<file path="config.mk">
export PLATFORM = sky130hd
export DESIGN_NAME = paddle_ctrl_gen2
export DESIGN_NICKNAME = d
export VERILOG_FILES = /design/src/rtl/pong_pkg.sv /design/src/rtl/paddle_tick_div.sv /design/src/rtl/paddle_ctrl_gen2.sv
export SDC_FILE = /design/constraint.sdc
export NUM_CORES = 1
export LEC_CHECK = 0
export CAP_MARGIN = 20
export CORE_ASPECT_RATIO = 1.5
export CORE_MARGIN = 2
export CORE_UTILIZATION = 30
export DETAILED_ROUTE_END_ITERATION = 8
export GPL_ROUTABILITY_DRIVEN = 0
export PLACE_DENSITY_LB_ADDON = 0.1
export RECOVER_POWER = 100
export SYNTH_ARGS = -nofsm -noshare
export SYNTH_HDL_FRONTEND = slang
export SYNTH_SLANG_ARGS = --single-unit
</file>
<file path="constraint.sdc">
create_clock -name clk -period 7.5 [get_ports clk]
set_clock_uncertainty 0.1 [all_clocks]
set_input_delay 1.125 -clock clk [delete_from_list [all_inputs] [get_ports clk]]
set_output_delay 1.125 -clock clk [all_outputs]
set_load 0.005 [all_outputs]
</file>
<file path="src/rtl/pong_pkg.sv">
// Shared Pong encodings: game state, keyboard and paddle direction codes.
package pong_pkg;

    typedef enum logic [1:0] {
        ST_START = 2'b00,
        ST_SERVE = 2'b01,
        ST_PLAY  = 2'b10,
        ST_DONE  = 2'b11
    } game_state_t;

    localparam logic [1:0] KEY_DOWN = 2'b01;
    localparam logic [1:0] KEY_UP   = 2'b10;

    typedef enum logic [1:0] {
        DIR_NONE = 2'b00,
        DIR_DOWN = 2'b01,
        DIR_UP   = 2'b10
    } dir_t;

endpackage

</file>
<file path="src/rtl/paddle_tick_div.sv">
// Free-running move-tick divider: one tick per 2^DIV_W enabled cycles.
module paddle_tick_div #(
    parameter int unsigned DIV_W = 19
) (
    input  logic clk,
    input  logic rst,
    input  logic clear,
    input  logic enable,
    output logic tick
);

    logic [DIV_W-1:0] cnt;

    always_ff @(posedge clk) begin
        if (rst || clear) begin
            cnt <= '0;
        end else if (enable) begin
            cnt <= cnt + DIV_W'(1);
        end
    end

    assign tick = enable && (&cnt);

endmodule

</file>
<file path="src/rtl/paddle_ctrl_gen2.sv">
// Paddle controller: keyboard or ball-tracking vertical motion with
// hold-to-accelerate stepping, clamped to the playfield.
module paddle_ctrl_gen2
    import pong_pkg::*;
#(
    parameter int unsigned Y_W         = 10,
    parameter int unsigned X_W         = 10,
    parameter int unsigned SCREEN_H    = 480,
    parameter int unsigned PAD_H       = 56,
    parameter int unsigned HOME_Y      = 232,
    parameter int unsigned X_LEFT      = 0,
    parameter int unsigned X_RIGHT     = 614,
    parameter int unsigned DIV_W       = 19,
    parameter int unsigned ACCEL_TICKS = 4,
    parameter int unsigned MAX_STEP    = 4,
    parameter int unsigned DEADBAND    = 2
) (
    input  logic           clk,
    input  logic           rst,
    input  logic [1:0]     state,
    input  logic           mode,
    input  logic [1:0]     keyboard,
    input  logic [Y_W-1:0] ballY,
    input  logic           player,
    output logic [X_W-1:0] posX,
    output logic [Y_W-1:0] posY,
    output logic [1:0]     dir,
    output logic           at_limit
);

    localparam int unsigned Y_MAX    = SCREEN_H - PAD_H;
    localparam int unsigned HALF_PAD = PAD_H / 2;
    localparam int unsigned WY       = Y_W + 1;
    localparam int unsigned STEP_W   = $clog2(MAX_STEP + 1);
    localparam int unsigned HOLD_W   = $clog2(ACCEL_TICKS);

    game_state_t       gs;
    logic              idle;
    logic              tick;

    logic [Y_W-1:0]    pos_q, pos_d;
    dir_t              dir_q, dir_d;
    dir_t              last_q, last_d;
    logic [STEP_W-1:0] step_q, step_d;
    logic [HOLD_W-1:0] hold_q, hold_d;

    dir_t              d_c;
    logic [WY-1:0]     pos_w;
    logic [WY-1:0]     tgt_raw;
    logic [WY-1:0]     tgt;
    logic [WY-1:0]     mv_w;
    logic [WY-1:0]     sum_w;

    assign gs    = game_state_t'(state);
    assign idle  = (gs == ST_START) || (gs == ST_DONE);
    assign pos_w = {1'b0, pos_q};

    paddle_tick_div #(
        .DIV_W (DIV_W)
    ) u_tick_div (
        .clk    (clk),
        .rst    (rst),
        .clear  (idle),
        .enable (!idle),
        .tick   (tick)
    );

    // Ball-centred target; the extra MSB flags ballY above the half-paddle.
    assign tgt_raw = {1'b0, ballY} - WY'(HALF_PAD);

    always_comb begin
        tgt = tgt_raw;
        if (tgt_raw[WY-1]) begin
            tgt = '0;
        end else if (tgt_raw > WY'(Y_MAX)) begin
            tgt = WY'(Y_MAX);
        end
    end

    always_comb begin
        d_c = DIR_NONE;
        if (mode) begin
            if (pos_w + WY'(DEADBAND) < tgt) begin
                d_c = DIR_DOWN;
            end else if (pos_w > tgt + WY'(DEADBAND)) begin
                d_c = DIR_UP;
            end
        end else begin
            case (keyboard)
                KEY_DOWN: d_c = DIR_DOWN;
                KEY_UP:   d_c = DIR_UP;
                default:  d_c = DIR_NONE;
            endcase
        end
    end

    always_ff @(posedge clk) begin
        if (rst) begin
            pos_q  <= Y_W'(HOME_Y);
            dir_q  <= DIR_NONE;
            last_q <= DIR_NONE;
            step_q <= STEP_W'(1);
            hold_q <= '0;
        end else begin
            pos_q  <= pos_d;
            dir_q  <= dir_d;
            last_q <= last_d;
            step_q <= step_d;
            hold_q <= hold_d;
        end
    end

    // Per-tick step/acceleration update and clamped move.
    always_comb begin
        pos_d  = pos_q;
        dir_d  = dir_q;
        last_d = last_q;
        step_d = step_q;
        hold_d = hold_q;
        mv_w   = '0;
        sum_w  = '0;

        if (idle) begin
            pos_d  = Y_W'(HOME_Y);
            dir_d  = DIR_NONE;
            last_d = DIR_NONE;
            step_d = STEP_W'(1);
            hold_d = '0;
        end else if (tick) begin
            dir_d  = d_c;
            last_d = d_c;
            if (d_c == DIR_NONE) begin
                step_d = STEP_W'(1);
                hold_d = '0;
            end else begin
                if (d_c != last_q) begin
                    mv_w   = WY'(1);
                    step_d = STEP_W'(1);
                    hold_d = HOLD_W'(1);
                end else begin
                    mv_w = WY'(step_q);
                    if (hold_q == HOLD_W'(ACCEL_TICKS - 1)) begin
                        hold_d = '0;
                        if (step_q < STEP_W'(MAX_STEP)) begin
                            step_d = step_q + STEP_W'(1);
                        end
                    end else begin
                        hold_d = hold_q + HOLD_W'(1);
                    end
                end

                if (d_c == DIR_DOWN) begin
                    sum_w = pos_w + mv_w;
                    pos_d = (sum_w > WY'(Y_MAX)) ? Y_W'(Y_MAX) : Y_W'(sum_w);
                end else begin
                    sum_w = pos_w - mv_w;
                    pos_d = (pos_w >= mv_w) ? Y_W'(sum_w) : '0;
                end
            end
        end
    end

    assign posY     = pos_q;
    assign dir      = dir_q;
    assign posX     = player ? X_W'(X_RIGHT) : X_W'(X_LEFT);
    assign at_limit = (pos_q == '0) || (pos_q == Y_W'(Y_MAX));

endmodule

</file>
==> results of run 1 <==
==> flip-flops by register name, indices dropped and copies added (netlist names) <==
signal,flops
last_q,2
step_q,3
hold_q,2
posY,10
u_tick_div.cnt,19
==> layer usage <==
metal	wire length, um	track usage	vias up
met5	0	0	-
met4	353	0.0760	0
met1	4360	0.194	1569
met3	410	0.0223	23
met2	5500	0.306	77
li1	-	-	1704
==> worst reg2reg max path, cell delays in order (launching register included) <==
cell      delay (ns)
dfxtp_1         0.49
clkbuf_1        0.64
nand3_1         0.18
nor3_1          0.27
nand2_1         0.14
xnor2_1         0.20
ha_1            0.29
a211oi_1        0.31
nand3_1         0.17
o221a_2         0.31
and2_4          0.18
xnor2_2         0.15
or3_1           0.40
ha_1            0.22
fa_2            0.38
nor2b_1         0.17
nor2_1          0.14
mux2_2          0.38
nor3_4          0.16
o31ai_4         0.12
o21ai_0         0.18
o21ai_0         0.10
a221o_1         0.35
==> through the flow <==
| stage | instance area (sq um) | std cells | total power (uW) | hold WS [ns] | TNS [ns] |
|---|---|---|---|---|---|
| 2_1_floorplan | 3610 | 455 | 268 | 0.330 | 0 |
| 3_3_place_gp | 4130 | 634 | 302 | 0.351 | 0 |
| 3_5_place_dp | 4130 | 634 | 302 | 0.349 | -0.283 |
| 4_1_cts | 4290 | 642 | 544 | 0.364 | 0 |
| 5_1_grt | 4370 | 643 | 562 | 0.372 | 0 |
| 6_report | 4370 | 643 | 539 | 0.360 | 0 |
==> cell type report <==
type / instances / share of cell area
Sequential cell: 36 / 0.165
Multi-Input combinational cell: 374 / 0.624
Tap cell: 150 / 0.0430
Clock inverter: 3 / 0.00974
Inverter: 15 / 0.0129
Clock buffer: 5 / 0.0286
Timing Repair Buffer: 60 / 0.117
==> power groups by stage <==
| stage | Combinational, uW | Sequential (uW) | Clock, uW |
|---|---|---|---|
| floorplan | 71.6 | 197 | 0 |
| finish | 106 | 193 | 240 |
| CTS | 105 | 193 | 246 |
| detailed placement | 105 | 197 | 0 |
| global placement | 105 | 197 | 0 |
| global route | 117 | 193 | 252 |
==> cell usage in the layout, fill, tap and decap left out, types with 8 or more instances in the layout <==
| master | count |
|---|---|
| clkdlybuf4s50_1 | 14 |
| dfxtp_1 | 36 |
| xnor2_1 | 20 |
| inv_1 | 15 |
| xor2_1 | 18 |
| ha_1 | 31 |
| nor2b_1 | 8 |
| dlygate4sd3_1 | 13 |
| nor2_1 | 45 |
| nor3_1 | 9 |
| nand2_1 | 36 |
| and3_1 | 9 |
| a21oi_1 | 21 |
| buf_4 | 26 |
| or3_1 | 11 |
| o21ai_0 | 13 |
| nand3_1 | 29 |
==> kinds of logic (layout without fill, tap and decap cells) <==
kind of cell	Yosys count	in the layout	synth area share
mux	2	2	0.00593
simple gates	191	191	0.281
flops	36	36	0.201
other cells	2	7	0.00209
fa+ha+maj	34	34	0.123
xor+xnor	39	39	0.0973
buf+inv	45	83	0.0670
compound gates	101	101	0.223
==> final timing paths <==
path	startpoint	endpoint	slack, ns	depth (start not counted)
setup reg to reg	posY[4]	posY[3]	1.37	22
hold reg to reg	u_tick_div.cnt[0]	u_tick_div.cnt[0]	0.36	1
hold / removal	u_tick_div.cnt[0]	u_tick_div.cnt[0]	0.36	1
setup / recovery	ballY[4]	posY[3]	0.37	30
==> repair_timing <==
item                       CTS  global route
setup endpoints to repair    0             8
resized for setup            0            19
buffers inserted             0             1
==> summary.md, run 1 <==
| Metric | Value |
|---|---|
| Status | `finished, final reports clean` |
| Count leader, synth | `nor2_1` |
| Yosys warning total | `0` |
| Root buf cell | `clkbuf_16` |
| I/O pins | `about 40` |
| Synth top area share | `0.201` |
| Fin. Hold Viols | `0` |
| Reg area | `roughly 700 sq um` |
| CP Launch Type | `primary input` |
| Main synth FF type | `dfxtp_1` |
| Synth-to-Final Area Change | `21.8%` |
| Logic pwr share | `0.198` |
| Most area-consuming cells after synthesis | `dfxtp_1 (20%), ha_1 (11%), xnor2_1 (4.9%), nor2_1 (4.7%), xor2_1 (4.4%)` |
| Routed vias/inst | `about 5.2` |
| Overflow after GRT | `0` |
| Worst EP required | `7.57 ns` |
| Worst slew pin tran | `around 1.1 ns` |
| Initial DRC Count | `145` |
| GRT Util Overall | `0.168` |
| Final antenna-violating net count | `0` |
| Synth Cell Area | `around 0.0036 sq mm` |
| Total Wirelength | `10,600 um` |
| FILL cells | `about 1,200` |
| Final min period | `between 7 and 8 ns` |
| Layout net count | `544` |
| Largest net degree at the start of global routing | `24` |
| Pint | `394 uW` |
| Starting density of the core | `0.309` |
| Clock power share | `0.445` |
| # rows | `48` |
| Syn_area_per_cell | `7.97 sq um` |
| Remaining DRCs | `0` |
| Max-slew headroom | `0.299` |
| Chip height | `138 um` |
| PortBufs | `29` |
| Distinct cell type count after synthesis | `77` |
| Crit end category | `register` |
| Multi-input gate area | `approximately 0.0027 sq mm` |
| CP bufs+invs | `2` |
| Pwr/cell area | `between 100 and 150 mW/mm^2` |
| Synthesized instance count | `450` |
| FMAX | `around 140 MHz` |
| Initial antenna violation count | `0` |
| CP dominant cell by count | `ha_1` |
| CP peak stage delay | `0.43 ns` |
| Critical Path AT | `between 7 and 8 ns` |
| Vias in the first global route | `3,331` |
| Max clock buf depth | `2` |
| Post-DP HPWL | `8290 um` |
| # H-tree levels | `2` |
| CP max stage cell | `clkdlybuf4s50_1` |
| Switch share | `0.269` |
| Crit-path max FO | `7` |
| Max Cap Viol | `0` |
| Psw | `approximately 150 uW` |
| Clk sinks | `36` |
| Global-route wire length before repair | `roughly 17,000 um` |
| Worst slack, placed | `-0.115 ns` |
| Final WS setup | `0.370 ns` |
| Crit Path Class | `in2reg` |
| Share of cells above drive strength 1 | `0.134` |
| Static leakage | `around 0.0017 uW` |
| Core box area | `~0.012 sq mm` |
| Tcrit/Tclk final | `0.951` |
| Final core utilization | `0.377` |
| Synth async-reset ratio | `0` |
| Worst-Skew Late Latency | `0.29 ns` |
| TritonCTS clock tree | `done` |
| Router iterations before antenna repair | `4` |
| Pins Over Slew Limit | `0` |
| Critical path's top delay family | `compound AO/OA/AOI/OAI gates` |
| Die area | `approximately 0.013 sq mm` |
| Top cell type by total area after synthesis | `dfxtp_1` |
| Flop pwr share | `0.357` |
| CTS hold repair buffers | `0` |
| Max VDD drop | `around 0.00015 V` |
| Synth top cells by count | `nor2_1 (45), dfxtp_1 (36), nand2_1 (35)` |
| Total CTS buffers | `5` |
| # diodes | `0` |
| Via count | `~3,400` |
| Final setup fails | `0` |
| EDFF count, synth | `0` |
| Clock Pin Slew Worst Setup and Hold Paths | `approximately 0.060 ns` |
| Die Wd | `93.3 um` |
| Sequential area share after synthesis | `0.201` |
| Unrepaired setup endpoints after global routing | `no` |
| Wirelength per Cell | `between 15 and 20 um` |
| Hold WC Path Type | `reg2reg` |
| #FFs+latches synth | `36` |
No activity file was read; power rests on OpenSTA's default activity.
==> run 2: changes to the inputs <==
Clock period 7.5 ns to 7.2 ns, I/O delays scaled along.
==> run 2 against run 1 <==
  * Hold slack better by 0.0088 ns
  * Via count is 4.0% higher
  * Register-to-register slack worse by 0.27 ns
  * Largest power group unchanged
  * Critical path depth is 3 lower
  * Die area stayed put
  * Sequential share of layout area is 0.83 points lower
  * Combinational power is 13% higher
  * Cell count is 3.9% higher
  * Wire length is 4.3% higher
  * Core utilization is 2.0 points higher
  * Highest routed layer unchanged
  * Sequential cell count stayed put
  * Final area is 5.3% higher
==> summary.md, run 2 (synthesized netlist as in run 1, its figures left out) <==
| Metric | Value |
|---|---|
| Status | `finished, final reports clean (unchanged)` |
| Final antenna-violating net count | `0 (unchanged)` |
| Final setup fails | `0 (unchanged)` |
| Reg-to-Reg Start | `posY[4] (unchanged)` |
| # H-tree levels | `2 (unchanged)` |
| Worst Reg-to-Reg Cells | `23 (was 22)` |
| Chip height | `138 um (unchanged)` |
| Die area | `0.0129 sq mm (unchanged)` |
| Hold path depth | `1 (unchanged)` |
| Pwr/cell area | `123 mW/mm^2 (about the same)` |
| FMAX | `about 150 MHz` |
| Critical Path AT | `6.94 ns (was 7.20 ns)` |
| GRT Util Overall | `0.174 (was 0.168)` |
| Worst EP required | `7.29 ns (was 7.57 ns)` |
| TritonCTS clock tree | `done (unchanged)` |
| Initial antenna violation count | `0 (unchanged)` |
| Pins Over Slew Limit | `0 (unchanged)` |
| Crit-path max FO | `8 (was 7)` |
| Vias in the first global route | `3,465 (was 3,331)` |
| Wirelength per Cell | `16.6 um (was 16.5 um)` |
| Flop pwr share | `0.354 (was 0.357)` |
| Max Cap Viol | `0 (unchanged)` |
| Final min period | `approximately 6.8 ns` |
| Via count | `3,508 (was 3,373)` |
| Worst Hold Path EP | `u_tick_div.cnt[0] (unchanged)` |
| Setup tns final | `0 ns (unchanged)` |
| CP peak stage delay | `0.44 ns (was 0.43 ns)` |
| Max clock buf depth | `2 (unchanged)` |
| R2r endpoint | `posY[1] (was posY[3])` |
| Crit Path Class | `in2reg (unchanged)` |
| Static leakage | `0.00181 uW (was 0.00167 uW)` |
| Starting density of the core | `0.309 (unchanged)` |
| Largest net degree at the start of global routing | `24 (unchanged)` |
| Global-route wire length before repair | `17,500 um (was 16,900 um)` |
| Logic pwr share | `0.212 (was 0.198)` |
| Tcrit/Tclk final | `0.950` |
| Psw | `151 uW (was 145 uW)` |
| Overflow after GRT | `0 (unchanged)` |
| Hold path startpoint | `u_tick_div.cnt[0] (unchanged)` |
| Die Wd | `93.3 um (unchanged)` |
| Root buf cell | `clkbuf_16 (unchanged)` |
| Crit end category | `register (unchanged)` |
| I/O pins | `41 (unchanged)` |
| PortBufs | `29 (unchanged)` |
| Total Wirelength | `11,100 um (was 10,600 um)` |
| Worst-Skew Late Latency | `0.28 ns (was 0.29 ns)` |
| Switch share | `0.266 (was 0.269)` |
| Unrepaired setup endpoints after global routing | `no (unchanged)` |
| Max VDD drop | `0.0000923 V (was 0.000150 V)` |
| Initial DRC Count | `109 (was 145)` |
| Max reg flops | `19 (unchanged)` |
| Router iterations before antenna repair | `4 (unchanged)` |
| Clock power share | `0.435 (was 0.445)` |
| CTS hold repair buffers | `0 (unchanged)` |
| # diodes | `0 (unchanged)` |
| Hold WC Path Type | `reg2reg (unchanged)` |
| Worst slew pin tran | `1.03 ns (was 1.05 ns)` |
| Synth-to-Final Area Change | `28.2% (was 21.8%)` |
| Layout net count | `569 (was 544)` |
| Worst slack, placed | `-0.268 ns (was -0.115 ns)` |
| Most common cell after layout, fill and taps aside | `buf_4 (was nor2_1)` |
| Total CTS buffers | `5 (unchanged)` |
| Max-slew headroom | `0.310 (was 0.299)` |
| Remaining DRCs | `0 (unchanged)` |
| # rows | `48 (unchanged)` |
| Fin. Hold Viols | `0 (unchanged)` |
| Share of cells above drive strength 1 | `0.189 (was 0.134)` |
| CP Launch Type | `primary input (unchanged)` |
| Routed vias/inst | `5.25 (about the same)` |
| Core box area | `0.0116 sq mm (unchanged)` |
| FF-to-FF setup slack | `1.10 ns (was 1.37 ns)` |
| Post-DP HPWL | `8580 um (was 8290 um)` |
| Most frequent cells in the layout | `buf_4 (48), nor2_1 (43), dfxtp_1 (36) (was nor2_1 (45), nand2_1 (36), dfxtp_1 (36))` |
| Clk sinks | `36 (unchanged)` |
| Clock Pin Slew Worst Setup and Hold Paths | `0.05 ns (was 0.06 ns)` |
| Final WS setup | `0.357 ns (was 0.370 ns)` |
| Pint | `417 uW (was 394 uW)` |
| Reg with most FFs | `u_tick_div.cnt (unchanged)` |
| CP max stage cell | `clkdlybuf4s50_1 (unchanged)` |
[run 2: per-stage QoR]
step	hold slack, ns	instances	cell area, sq um	total power, uW	util
after detailed placement	0.355	659	4310	322	0.372
after CTS	0.370	667	4480	573	0.387
after global routing	0.397	668	4600	594	0.397
after floorplan	0.330	455	3610	280	-
final	0.369	668	4600	568	0.397
after global placement	0.354	659	4310	322	0.372
[run 2: cell type report]
| class | count | area, sq um |
|---|---|---|
| clock buffers | 6 | 129 |
| clock inverters | 2 | 35.0 |
| fillers | 1213 | 6990 |
| inverters | 15 | 56.3 |
| multi-input cells | 374 | 2780 |
| flip-flops and latches | 36 | 721 |
| well taps | 150 | 188 |
| repair buffers | 85 | 689 |
[run 2: power groups by stage]
stage               sequential (uW)  clock [uW]  combinational (uW)
floorplan                       205           0                74.6
CTS                             201         255                 118
global route                    201         261                 132
global placement                205           0                 116
detailed placement              205           0                 117
finish                          201         247                 120
[run 2: worst max-delay path, delay by kind of cell]
kind            cells  cell delay [ns]
simple gates        7             1.58
compound gates     12             2.31
fa+ha+maj           3             0.83
xor+xnor            1             0.16
buf+inv             4             0.95
[run 2: timing repair]
action                                  in CTS  in global routing
endpoints found under the setup margin       2                  9
setup buffers                                0                  1
pin swaps                                    0                 16
resized for setup                            1                 36
[run 2: how the worst max path moves through the flow]
stage          cells after the start       to      from
2_1_floorplan                     26  posY[3]  ballY[6]
3_3_place_gp                      30  posY[1]  ballY[2]
3_5_place_dp                      30  posY[3]  ballY[2]
4_1_cts                           26  posY[3]  ballY[2]
5_1_grt                           27  posY[1]  ballY[6]
6_report                          27  posY[1]  ballY[6]
[run 2: metal layers]
layer,track usage,up-vias,share of wire
li1,-,1756,-
met1,0.198,1680,0.42
met2,0.329,56,0.53
met3,0.0207,16,0.028
met4,0.0670,0,0.019
met5,0,-,0
==> run 3: changes to the inputs <==
--- a/config.mk
+++ b/config.mk
@@ -15,2 +15,3 @@
 export RECOVER_POWER = 100
+export REMOVE_ABC_BUFFERS = 1
 export SYNTH_ARGS = -nofsm -noshare
==> constraint.sdc (replaced) <==
create_clock -name clk -period 7.2 [get_ports clk]
set_clock_uncertainty 0.1 [all_clocks]
set_input_delay 1.8 -clock clk [delete_from_list [all_inputs] [get_ports clk]]
set_output_delay 1.8 -clock clk [all_outputs]
set_load 0.005 [all_outputs]
==> run 3 against run 2 <==
  * The run now ends with negative setup slack left
  * Die area stayed put
  * Core utilization is 4.8 points higher
  * Critical path type unchanged
  * Non-clock buffer count is 38 higher
==> summary.md, run 3 (synthesized netlist as in run 1, its figures left out) <==
| Metric | Value |
|---|---|
| Status | `finished with violations (was finished, final reports clean)` |
| Violated checks | `negative setup slack` |
| Final WS setup | `-0.116 ns (was 0.357 ns)` |
| FILL cells | `1,149 (was 1,213)` |
| Via count | `3,675 (was 3,508)` |
| Final min period | `7.32 ns (was 6.84 ns)` |
| Reg-to-Reg Start | `posY[6] (was posY[4])` |
| Wirelength per Cell | `17.0 um (was 16.6 um)` |
| Fin. Hold Viols | `0 (unchanged)` |
| Synth-to-Final Area Change | `43.8% (was 28.2%)` |
| GRT Util Overall | `0.186 (was 0.174)` |
| PortBufs | `29 (unchanged)` |
| Core box area | `0.0116 sq mm (unchanged)` |
| Cells after DPL | `679 (was 659)` |
| Share of cells above drive strength 1 | `0.335 (was 0.189)` |
| Remaining DRCs | `0 (unchanged)` |
| Total Wirelength | `12,000 um (was 11,100 um)` |
| CP dominant cell by count | `buf_6` |
| CP bufs+invs | `5 (was 4)` |
| Setup tns final | `-0.373 ns (was 0 ns)` |
| # diodes | `0 (unchanged)` |
| Worst Hold Path EP | `u_tick_div.cnt[0] (unchanged)` |
| Max reg flops | `19 (unchanged)` |
| Routed vias/inst | `5.21 (was 5.25)` |
| Vias in the first global route | `3,723 (was 3,465)` |
| Total CTS buffers | `5 (unchanged)` |
| CP peak stage delay | `0.48 ns (was 0.44 ns)` |
| Max Cap Viol | `0 (unchanged)` |
| Static leakage | `0.00206 uW (was 0.00181 uW)` |
| Post-DP HPWL | `8850 um (was 8580 um)` |
| Reg with most FFs | `u_tick_div.cnt (unchanged)` |
| Clock Pin Slew Worst Setup and Hold Paths | `0.06 ns (was 0.05 ns)` |
| Hold path depth | `1 (unchanged)` |
| Starting density of the core | `0.309 (unchanged)` |
| Multi-input gate area | `0.00303 sq mm (was 0.00278 sq mm)` |
| CP Launch Type | `primary input (unchanged)` |
| Die area | `0.0129 sq mm (unchanged)` |
| Final setup fails | `6 (was 0)` |
| Critical path's top delay family | `compound AO/OA/AOI/OAI gates (unchanged)` |
| Worst slew pin tran | `0.930 ns (was 1.03 ns)` |
| Final antenna-violating net count | `0 (unchanged)` |
| Worst-Skew Late Latency | `0.28 ns (about the same)` |
| Hold WC Path Type | `reg2reg (unchanged)` |
| # rows | `48 (unchanged)` |
| R2r endpoint | `posY[4] (was posY[1])` |
| Max-slew headroom | `0.379 (was 0.310)` |
| # H-tree levels | `2 (unchanged)` |
| Max clock buf depth | `2 (unchanged)` |
| Layout net count | `607 (was 569)` |
| Tcrit/Tclk final | `1.02 (was 0.950)` |
| Crit Path Class | `in2reg (unchanged)` |
| Initial DRC Count | `135 (was 109)` |
| Clk sinks | `36 (unchanged)` |
| Hold path startpoint | `u_tick_div.cnt[0] (unchanged)` |
| Layout Cells excl Fill | `706 (was 668)` |
| Worst Reg-to-Reg Cells | `23 (unchanged)` |
| Most common cell after layout, fill and taps aside | `buf_4 (unchanged)` |
| Unrepaired setup endpoints after global routing | `yes (was no)` |
| Most frequent cells in the layout | `buf_4 (86), nor2_1 (40), dfxtp_1 (36) (was buf_4 (48), nor2_1 (43), dfxtp_1 (36))` |
| FMAX | `137 MHz (was 146 MHz)` |
| Critical Path AT | `7.41 ns (was 6.94 ns)` |
| CP max stage cell | `or4b_4 (was clkdlybuf4s50_1)` |
| Router iterations before antenna repair | `4 (unchanged)` |
| Reg area | `721 sq um (unchanged)` |
| Crit end category | `register (unchanged)` |
| Chip height | `138 um (unchanged)` |
| TritonCTS clock tree | `done (unchanged)` |
| Root buf cell | `clkbuf_16 (unchanged)` |
| Initial antenna violation count | `0 (unchanged)` |
| Global-route wire length before repair | `18,600 um (was 17,500 um)` |
| Max VDD drop | `0.000118 V (was 0.0000923 V)` |
| Worst EP required | `7.29 ns (about the same)` |
| FF-to-FF setup slack | `1.15 ns (was 1.10 ns)` |
| I/O pins | `41 (unchanged)` |
| Pins Over Slew Limit | `0 (unchanged)` |
| Crit-path max FO | `5 (was 8)` |
| Overflow after GRT | `0 (unchanged)` |
| Largest net degree at the start of global routing | `24 (unchanged)` |
| Pwr/cell area | `112 mW/mm^2 (was 123 mW/mm^2)` |
| Die Wd | `93.3 um (unchanged)` |
-- run 3: cell count changes in the layout (fill, tap and decap cells not counted), sizes merged --
cell          previous run  this run
dlymetal6s2s             3         0
clkbuf                  14         7
bufinv                   1         0
dlygate4sd2              0         4
clkinv                   1         3
dlygate4sd3             10         3
buf                     48        98
-- run 3: where the power goes --
part	switching [uW]	internal (uW)
clock	87.5	128
combinational	82.7	77.9
sequential	0.723	200
-- run 3: area by class of cell --
type,count,share of cell area
Multi-Input combinational cell,374,0.588
Timing Repair Buffer,123,0.197
Sequential cell,36,0.140
Tap cell,150,0.0364
Clock buffer,5,0.0243
Inverter,15,0.0109
Clock inverter,3,0.00364
-- run 3: how the worst max path moves through the flow --
stage                         from      end  slack [ns]  cells after the start
after CTS                 ballY[2]  posY[0]       -0.11                     32
after detailed placement  ballY[2]  posY[6]       -1.05                     25
after floorplan           ballY[2]  posY[6]       -0.24                     29
after global placement    ballY[2]  posY[0]       -0.93                     26
after global routing      ballY[7]  posY[4]       -0.38                     29
final                     ballY[7]  posY[4]       -0.12                     29
-- run 3: metrics by stage --
step	cell area, sq um	hold WS, ns	worst slack (ns)	util	total power [uW]
2_1_floorplan	3420	0.330	-0.244	-	270
3_3_place_gp	4460	0.346	-0.933	0.385	330
3_5_place_dp	4460	0.355	-1.05	0.385	330
4_1_cts	4920	0.363	-0.106	0.425	567
5_1_grt	5160	0.375	-0.383	0.445	603
6_report	5160	0.363	-0.116	0.445	576
-- run 3: what timing repair did --
item	4_1_cts	5_1_grt
pin swaps	43	42
buffers inserted	12	9
endpoints found under the setup margin	10	10
hold buffers	0	0
gates resized for setup	77	45
-- run 3: routing by layer --
metal	vias up	global-route usage	wire (um)
li1	1826	-	-
met1	1752	0.202	4740
met2	70	0.352	6490
met3	27	0.0223	334
met4	0	0.0923	423
met5	-	0	0
-- run 3: worst reg2reg max path, delay by kind of cell, from the launching register on --
kind | cells | cell delay (ns)
xor+xnor | 2 | 0.32
flops | 1 | 0.81
buf+inv | 2 | 0.30
simple gates | 10 | 2.39
fa+ha+maj | 2 | 0.50
compound gates | 7 | 1.56
